File: config.mk
export PLATFORM = sky130hd
export DESIGN_NAME = panel_cursor
export DESIGN_NICKNAME = d
export VERILOG_FILES = /design/src/rtl/panel_cursor_pkg.sv /design/src/rtl/panel_cursor_key_repeat.sv /design/src/rtl/panel_cursor.sv
export SDC_FILE = /design/constraint.sdc
export NUM_CORES = 1
export LEC_CHECK = 0
export CORE_MARGIN = 4
export CORE_UTILIZATION = 30
export CTS_CLUSTER_SIZE = 25
export DETAILED_ROUTE_END_ITERATION = 16
export GPL_ROUTABILITY_DRIVEN = 0
export PLACE_DENSITY_LB_ADDON = 0.08
export SETUP_SLACK_MARGIN = 0.3
export SYNTH_ARGS = -nofsm -noshare
export SYNTH_HDL_FRONTEND = slang
export SYNTH_HIERARCHICAL = 1
export SYNTH_SLANG_ARGS = --single-unit
File: constraint.sdc
create_clock -name clk -period 4.3 [get_ports clk]
set_clock_uncertainty 0.1 [all_clocks]
set_input_delay 0.43 -clock clk [delete_from_list [all_inputs] [get_ports clk]]
set_output_delay 0.43 -clock clk [all_outputs]
set_load 0.005 [all_outputs]
File: src/rtl/panel_cursor_pkg.sv
// Shared scancodes, action encodings and repeat-FSM states for the front-panel
// cursor controller.
package panel_cursor_pkg;

  localparam logic [7:0] SC_UP    = 8'h75;
  localparam logic [7:0] SC_DOWN  = 8'h72;
  localparam logic [7:0] SC_LEFT  = 8'h6B;
  localparam logic [7:0] SC_RIGHT = 8'h74;
  localparam logic [7:0] SC_HOME  = 8'h6C;
  localparam logic [7:0] SC_END   = 8'h69;
  localparam logic [7:0] SC_D0    = 8'h45;
  localparam logic [7:0] SC_D1    = 8'h16;
  localparam logic [7:0] SC_D2    = 8'h1E;

  localparam logic [1:0] ACT_OFF  = 2'd0;
  localparam logic [1:0] ACT_ON   = 2'd1;
  localparam logic [1:0] ACT_DOWN = 2'd2;
  localparam logic [1:0] ACT_MOVE = 2'd3;

  typedef enum logic [1:0] {
    RPT_IDLE   = 2'd0,
    RPT_DELAY  = 2'd1,
    RPT_PERIOD = 2'd2
  } rpt_state_e;

  function automatic logic is_arrow(input logic [7:0] code);
    return (code == SC_UP) || (code == SC_DOWN) ||
           (code == SC_LEFT) || (code == SC_RIGHT);
  endfunction

  function automatic logic is_nav(input logic [7:0] code);
    return is_arrow(code) || (code == SC_HOME) || (code == SC_END);
  endfunction

endpackage

File: src/rtl/panel_cursor_key_repeat.sv
// Auto-repeat timer: after arm, ticks once after REPEAT_DELAY cycles and then
// every REPEAT_PERIOD cycles until cancel. Arm takes priority over cancel.
module key_repeat
  import panel_cursor_pkg::*;
#(
  parameter int unsigned REPEAT_DELAY  = 25_000_000,
  parameter int unsigned REPEAT_PERIOD = 2_500_000
) (
  input  logic       clk,
  input  logic       rst_n,
  input  logic       arm,
  input  logic       cancel,
  output logic       tick,
  output rpt_state_e state
);

  rpt_state_e  state_q;
  logic [31:0] cnt_q;
  logic        tick_q;
  logic [31:0] limit;

  always_comb begin
    limit = (state_q == RPT_DELAY) ? 32'(REPEAT_DELAY) : 32'(REPEAT_PERIOD);
  end

  always_ff @(posedge clk or negedge rst_n) begin
    if (!rst_n) begin
      state_q <= RPT_IDLE;
      cnt_q   <= '0;
      tick_q  <= 1'b0;
    end else begin
      tick_q <= 1'b0;
      if (arm) begin
        state_q <= RPT_DELAY;
        cnt_q   <= '0;
      end else if (cancel) begin
        state_q <= RPT_IDLE;
        cnt_q   <= '0;
      end else if (state_q != RPT_IDLE) begin
        if (cnt_q + 32'd1 >= limit) begin
          tick_q  <= 1'b1;
          cnt_q   <= '0;
          state_q <= RPT_PERIOD;
        end else begin
          cnt_q <= cnt_q + 32'd1;
        end
      end
    end
  end

  assign tick  = tick_q;
  assign state = state_q;

endmodule

File: src/rtl/panel_cursor.sv
// Front-panel cursor controller: turns PS/2 make/break events into a cursor
// position over a ragged switch grid plus a switch action code.
module panel_cursor
  import panel_cursor_pkg::*;
#(
  parameter int          ROWS           = 2,
  parameter int          COLS           = 16,
  parameter int          LAST_ROW_COLS  = 9,
  parameter int          ROW_STRIDE     = 16,
  parameter int          INDEX_W        = 5,
  parameter int          MOMENTARY_BASE = 18,
  parameter logic [(1<<INDEX_W)-1:0] LATCH_MASK = 32'h0180_0000,
  parameter int unsigned REPEAT_DELAY   = 25_000_000,
  parameter int unsigned REPEAT_PERIOD  = 2_500_000,
  localparam int ROW_W = (ROWS > 1) ? $clog2(ROWS) : 1,
  localparam int COL_W = (COLS > 1) ? $clog2(COLS) : 1
) (
  input  logic               clk,
  input  logic               reset,
  input  logic [10:0]        ps2_key,
  input  logic               enable,
  output logic [ROW_W-1:0]   cursor_row,
  output logic [COL_W-1:0]   cursor_col,
  output logic [INDEX_W-1:0] cursor_index,
  output logic [1:0]         cursor_action,
  output logic               move_strobe
);

  logic               tog0_q, tog1_q, evt_q, evt_d;
  logic [1:0]         prime_q;
  logic [9:0]         key0_q, kev_q;
  logic [ROW_W-1:0]   row_q, row_d;
  logic [COL_W-1:0]   col_q, col_d;
  logic [INDEX_W-1:0] index_q, index_d;
  logic [1:0]         action_q, action_d;
  logic               strobe_q, strobe_d;
  logic [7:0]         rep_code_q, rep_code_d, mv_code;
  logic               arm, cancel, do_move, momentary, rep_tick;
  rpt_state_e         rep_state;
  int                 r, c, w;

  function automatic int row_width(input int row);
    return (row == ROWS - 1) ? LAST_ROW_COLS : COLS;
  endfunction

  // Events count only once the second stage holds a post-reset sample.
  assign evt_d = prime_q[1] & (tog0_q ^ tog1_q);

  always_ff @(posedge clk or negedge reset) begin
    if (!reset) begin
      tog0_q  <= 1'b0;
      tog1_q  <= 1'b0;
      prime_q <= 2'b00;
      key0_q  <= '0;
      evt_q   <= 1'b0;
      kev_q   <= '0;
    end else begin
      tog0_q  <= ps2_key[10];
      tog1_q  <= tog0_q;
      prime_q <= {prime_q[0], 1'b1};
      key0_q  <= ps2_key[9:0];
      evt_q   <= evt_d;
      kev_q   <= key0_q;
    end
  end

  key_repeat #(
    .REPEAT_DELAY (REPEAT_DELAY),
    .REPEAT_PERIOD(REPEAT_PERIOD)
  ) u_repeat (
    .clk   (clk),
    .rst_n (reset),
    .arm   (arm),
    .cancel(cancel),
    .tick  (rep_tick),
    .state (rep_state)
  );

  assign momentary = int'(index_q) >= MOMENTARY_BASE;

  always_comb begin
    row_d      = row_q;
    col_d      = col_q;
    action_d   = action_q;
    strobe_d   = 1'b0;
    rep_code_d = rep_code_q;
    mv_code    = kev_q[7:0];
    do_move    = 1'b0;
    arm        = 1'b0;
    cancel     = !enable;
    r          = int'(row_q);
    c          = int'(col_q);
    w          = row_width(r);

    // A fresh event always overrides a repeat tick in the same cycle.
    if (enable && evt_q) begin
      if (kev_q[8] && kev_q[9] && is_arrow(kev_q[7:0])) begin
        arm        = 1'b1;
        rep_code_d = kev_q[7:0];
      end else begin
        cancel = 1'b1;
      end
      if (kev_q[8] && kev_q[9] && is_nav(kev_q[7:0])) do_move = 1'b1;
      if (!kev_q[8] && kev_q[9]) begin
        case (kev_q[7:0])
          SC_D0:   action_d = ACT_OFF;
          SC_D1:   action_d = ACT_ON;
          SC_D2:   action_d = momentary ? ACT_DOWN : ACT_OFF;
          default: ;
        endcase
      end
      if (!kev_q[8] && !kev_q[9] && (kev_q[7:0] == SC_D1 || kev_q[7:0] == SC_D2) &&
          momentary && !LATCH_MASK[index_q]) begin
        action_d = ACT_OFF;
      end
    end else if (enable && rep_tick && rep_state != RPT_IDLE) begin
      do_move = 1'b1;
      mv_code = rep_code_q;
    end

    if (do_move) begin
      case (mv_code)
        SC_UP:    if (r > 0) r = r - 1;
        SC_DOWN:  if (r < ROWS - 1) r = r + 1;
        SC_LEFT:  c = (c == 0) ? w - 1 : c - 1;
        SC_RIGHT: c = (c >= w - 1) ? 0 : c + 1;
        SC_HOME:  c = 0;
        SC_END:   c = w - 1;
        default:  ;
      endcase
      w = row_width(r);
      if (c > w - 1) c = w - 1;
      row_d    = ROW_W'(r);
      col_d    = COL_W'(c);
      action_d = ACT_MOVE;
      strobe_d = 1'b1;
    end

    index_d = INDEX_W'(int'(row_d) * ROW_STRIDE + int'(col_d));
  end

  always_ff @(posedge clk or negedge reset) begin
    if (!reset) begin
      row_q      <= '0;
      col_q      <= '0;
      index_q    <= '0;
      action_q   <= ACT_OFF;
      strobe_q   <= 1'b0;
      rep_code_q <= '0;
    end else begin
      row_q      <= row_d;
      col_q      <= col_d;
      index_q    <= index_d;
      action_q   <= action_d;
      strobe_q   <= strobe_d;
      rep_code_q <= rep_code_d;
    end
  end

  assign cursor_row    = row_q;
  assign cursor_col    = col_q;
  assign cursor_index  = index_q;
  assign cursor_action = action_q;
  assign move_strobe   = strobe_q;

endmodule

==> impl_metrics.json <==
{
  "status": "finished clean",
  "switchingPower_mw": 0.448,
  "ys_async_sr_fraction_pct": 100,
  "wl_met1_um": 5570,
  "r2r_end": "u_repeat/cnt_q[4]",
  "area_growth_pct": 17.7,
  "synth_cell_types": 84,
  "stdcell_area_sq_mm": 0.00563,
  "p_leak_nw": 2.45,
  "synth_nets": 521,
  "grt_first_pass_wirelength_um": 19700,
  "route.met3.wl_um": 358,
  "ys_seq_area_share_pct": 39.7,
  "routedWlPerCell_um": 16.4,
  "combPwrFrac_pct": 10.4,
  "crit_fanout": 16,
  "p_per_area_mw_per_mm2": 327,
  "start_util_pct": 31.0,
  "grt_use_total_pct": 13.8,
  "drt_pass1_iterations": 4,
  "period_minus_slack_ns": 3.73,
  "multi_input_area_sq_mm": 0.00271,
  "cts_tree": "yes",
  "finalHoldViolCount": 0,
  "die_h_um": 134,
  "clkLatencyLatePin_ns": 0.34,
  "internal_power_mw": 1.39,
  "grt_pass1_vias": 3742,
  "drv_slew": 0,
  "start_kind": "flip-flop",
  "drive_above_1_share_pct": 13.0,
  "hold_class": "input pin to asynchronous set/reset pin",
  "final_common_cell": "dfrtp_1",
  "fmax_ghz": 0.268,
  "critPathCapture": "u_repeat/cnt_q[4]",
  "rsz0062_at_grt": "false",
  "reg2regPathDepth": 14,
  "cts.hold.buffers_added": 0,
  "cts_buffers": 9,
  "cp.required_ns": 4.43,
  "tightestPinTransition_ns": 1.04,
  "netlist_area_sq_mm": 0.00478,
  "synth_top_area_share_pct": 39.7,
  "drtAntennaViolNets": 0,
  "drtIter0Drc": 179,
  "grt_max_degree": 77,
  "met2_length_um": 5660,
  "rows": 45,
  "pwr-share-clk_pct": 47.6,
  "regArea_sq_mm": 0.00190,
  "viasPerCell": 5.26,
  "startpoint": "u_repeat/cnt_q[4]",
  "switching_share_pct": 24.4,
  "peakVddDrop_mv": 0.171,
  "n_antenna_cell": 0,
  "r2r_slack_ns": 0.57,
  "cts.clk_slew.worst_paths_ns": 0.06,
  "top_layer_used": "met4",
  "synth_area_leaders": "dfrtp_1 40%, ha_1 6.8%, nand2_1 3.6%, xnor2_1 2.6%, o21ai_0 2.5%",
  "grt_antenna_before_repair": 0,
  "netlist_instances": 481,
  "die_width_um": 134,
  "path_class": "flip-flop to flip-flop",
  "synth_top_flop_cell": "dfrtp_1",
  "wl_um": 11900,
  "arrival_ns": 3.86,
  "place_area_sq_mm": 0.00528,
  "synth_edf_count": 0,
  "num_vias": 3819,
  "grt-ovfl-total": 0,
  "slew_headroom_pct": 30.8,
  "port_buffers": 26,
  "p_seq_share_pct": 42.0,
  "drt_drc_violations_left": 0,
  "cts_root_buf": "clkbuf_16",
  "clock_path_buffers": 2,
  "io_pins": 27,
  "synth_warnings": 6,
  "setup_violations": 0,
  "clock_sinks": 76,
  "maxCapViolations": 0,
  "synth_area_per_cell_sq_um": 9.95,
  "tns_ns": 0,
  "yosysTopAreaCell": "dfrtp_1",
  "hpwl_um": 8410,
  "die_area_sq_mm": 0.0180,
  "min_period_over_period_pct": 86.8,
  "ys_seq_elements": 76,
  "reg2reg_from": "u_repeat/cnt_q[4]",
  "critPathCaptureType": "flip-flop",
  "nets": 550,
  "core_sq_mm": 0.0154,
  "finalCoreUtilization_pct": 36.5,
  "final_cell_mix": "76 x dfrtp_1, 46 x nand2_1, 26 x ha_1",
  "num-fill-cells": 1565,
  "cts.htree.levels": 3
}
kinds of logic after synthesis:
kind of cell | after synthesis | synth area share [%]
simple gates | 199 | 25.0
compound gates | 113 | 18.7
flops | 76 | 39.7
buf+inv | 37 | 3.92
fa+ha+maj | 26 | 6.80
xor+xnor | 20 | 3.66
mux | 9 | 2.04
other cells | 1 | 0.0784
synthesized netlist by cell type (12+ instances only):
| master | count |
|---|---|
| a22o_1 | 13 |
| inv_1 | 17 |
| nand2_1 | 46 |
| xnor2_1 | 14 |
| o21ai_0 | 24 |
| nand3_1 | 22 |
| nor2b_1 | 12 |
| and2_1 | 14 |
| ha_1 | 26 |
| nor2_1 | 23 |
| dfrtp_1 | 76 |
worst max-delay path, stage by stage, from the launching register on:
cell and delay, ns:
dfrtp_1 0.49, nand4_2 0.24, nor4_4 0.41, and3_1 0.29, and3_1 0.19, xor2_1 0.09, ha_1 0.33, nand2b_1 0.05
or4_1 0.46, nand3_1 0.14, a211oi_4 0.09, nand4b_4 0.11, buf_4 0.23, o21ai_0 0.10, a22o_1 0.27
flip-flops by register name, indices dropped and copies added (netlist names), 2 cells and up:
register        cells
cursor_action       2
rep_code_q          8
cursor_index        5
key0_q             10
prime_q             2
u_repeat/cnt_q     32
kev_q              10
u_repeat/state      2
power groups by stage:
stage	clock network [mW]	registers (mW)	logic, mW
2_1_floorplan	0	0.767	0.125
3_3_place_gp	0	0.785	0.196
3_5_place_dp	0	0.786	0.194
4_1_cts	0.910	0.772	0.195
5_1_grt	0.941	0.777	0.219
6_report	0.874	0.772	0.192
repair_timing:
action | CTS | global route
hold endpoints to repair | 0 | 0
endpoints found under the setup margin | 0 | 9
setup buffers | 0 | 0
gates resized for setup | 0 | 1
how the worst min path moves through the flow:
stage,startpoint,to,depth (start not counted)
CTS,reset,key0_q[3],1
global route,key0_q[2],kev_q[2],0
detailed placement,prime_q[0],prime_q[1],0
finish,reset,kev_q[4],1
global placement,key0_q[9],kev_q[9],0
floorplan,reset,cursor_action[0],0
final cells by class:
class / instances / area share (%)
clock inverters: 6 / 1.98
inverters: 18 / 1.29
well taps: 211 / 4.69
repair buffers: 37 / 6.05
flip-flops and latches: 76 / 33.8
clock buffers: 10 / 4.07
multi-input cells: 368 / 48.1
routing by layer:
layer  vias to the layer above  GRT usage, %
li1                       1847             -
met1                      1895          17.8
met4                         0          5.26
met5                         -             0
met3                        20          3.26
met2                        57          22.4
stage by stage:
step / total power [mW] / hold slack [ns] / instances / setup WS (ns)
floorplan: 0.892 / 0.0344 / 481 / 0.955
global placement: 0.981 / 0.234 / 710 / 0.588
detailed placement: 0.980 / 0.236 / 710 / 0.542
CTS: 1.88 / 0.220 / 726 / 0.512
global route: 1.94 / 0.253 / 726 / 0.301
finish: 1.84 / 0.170 / 726 / 0.568
(Power assumes the default switching activity.)
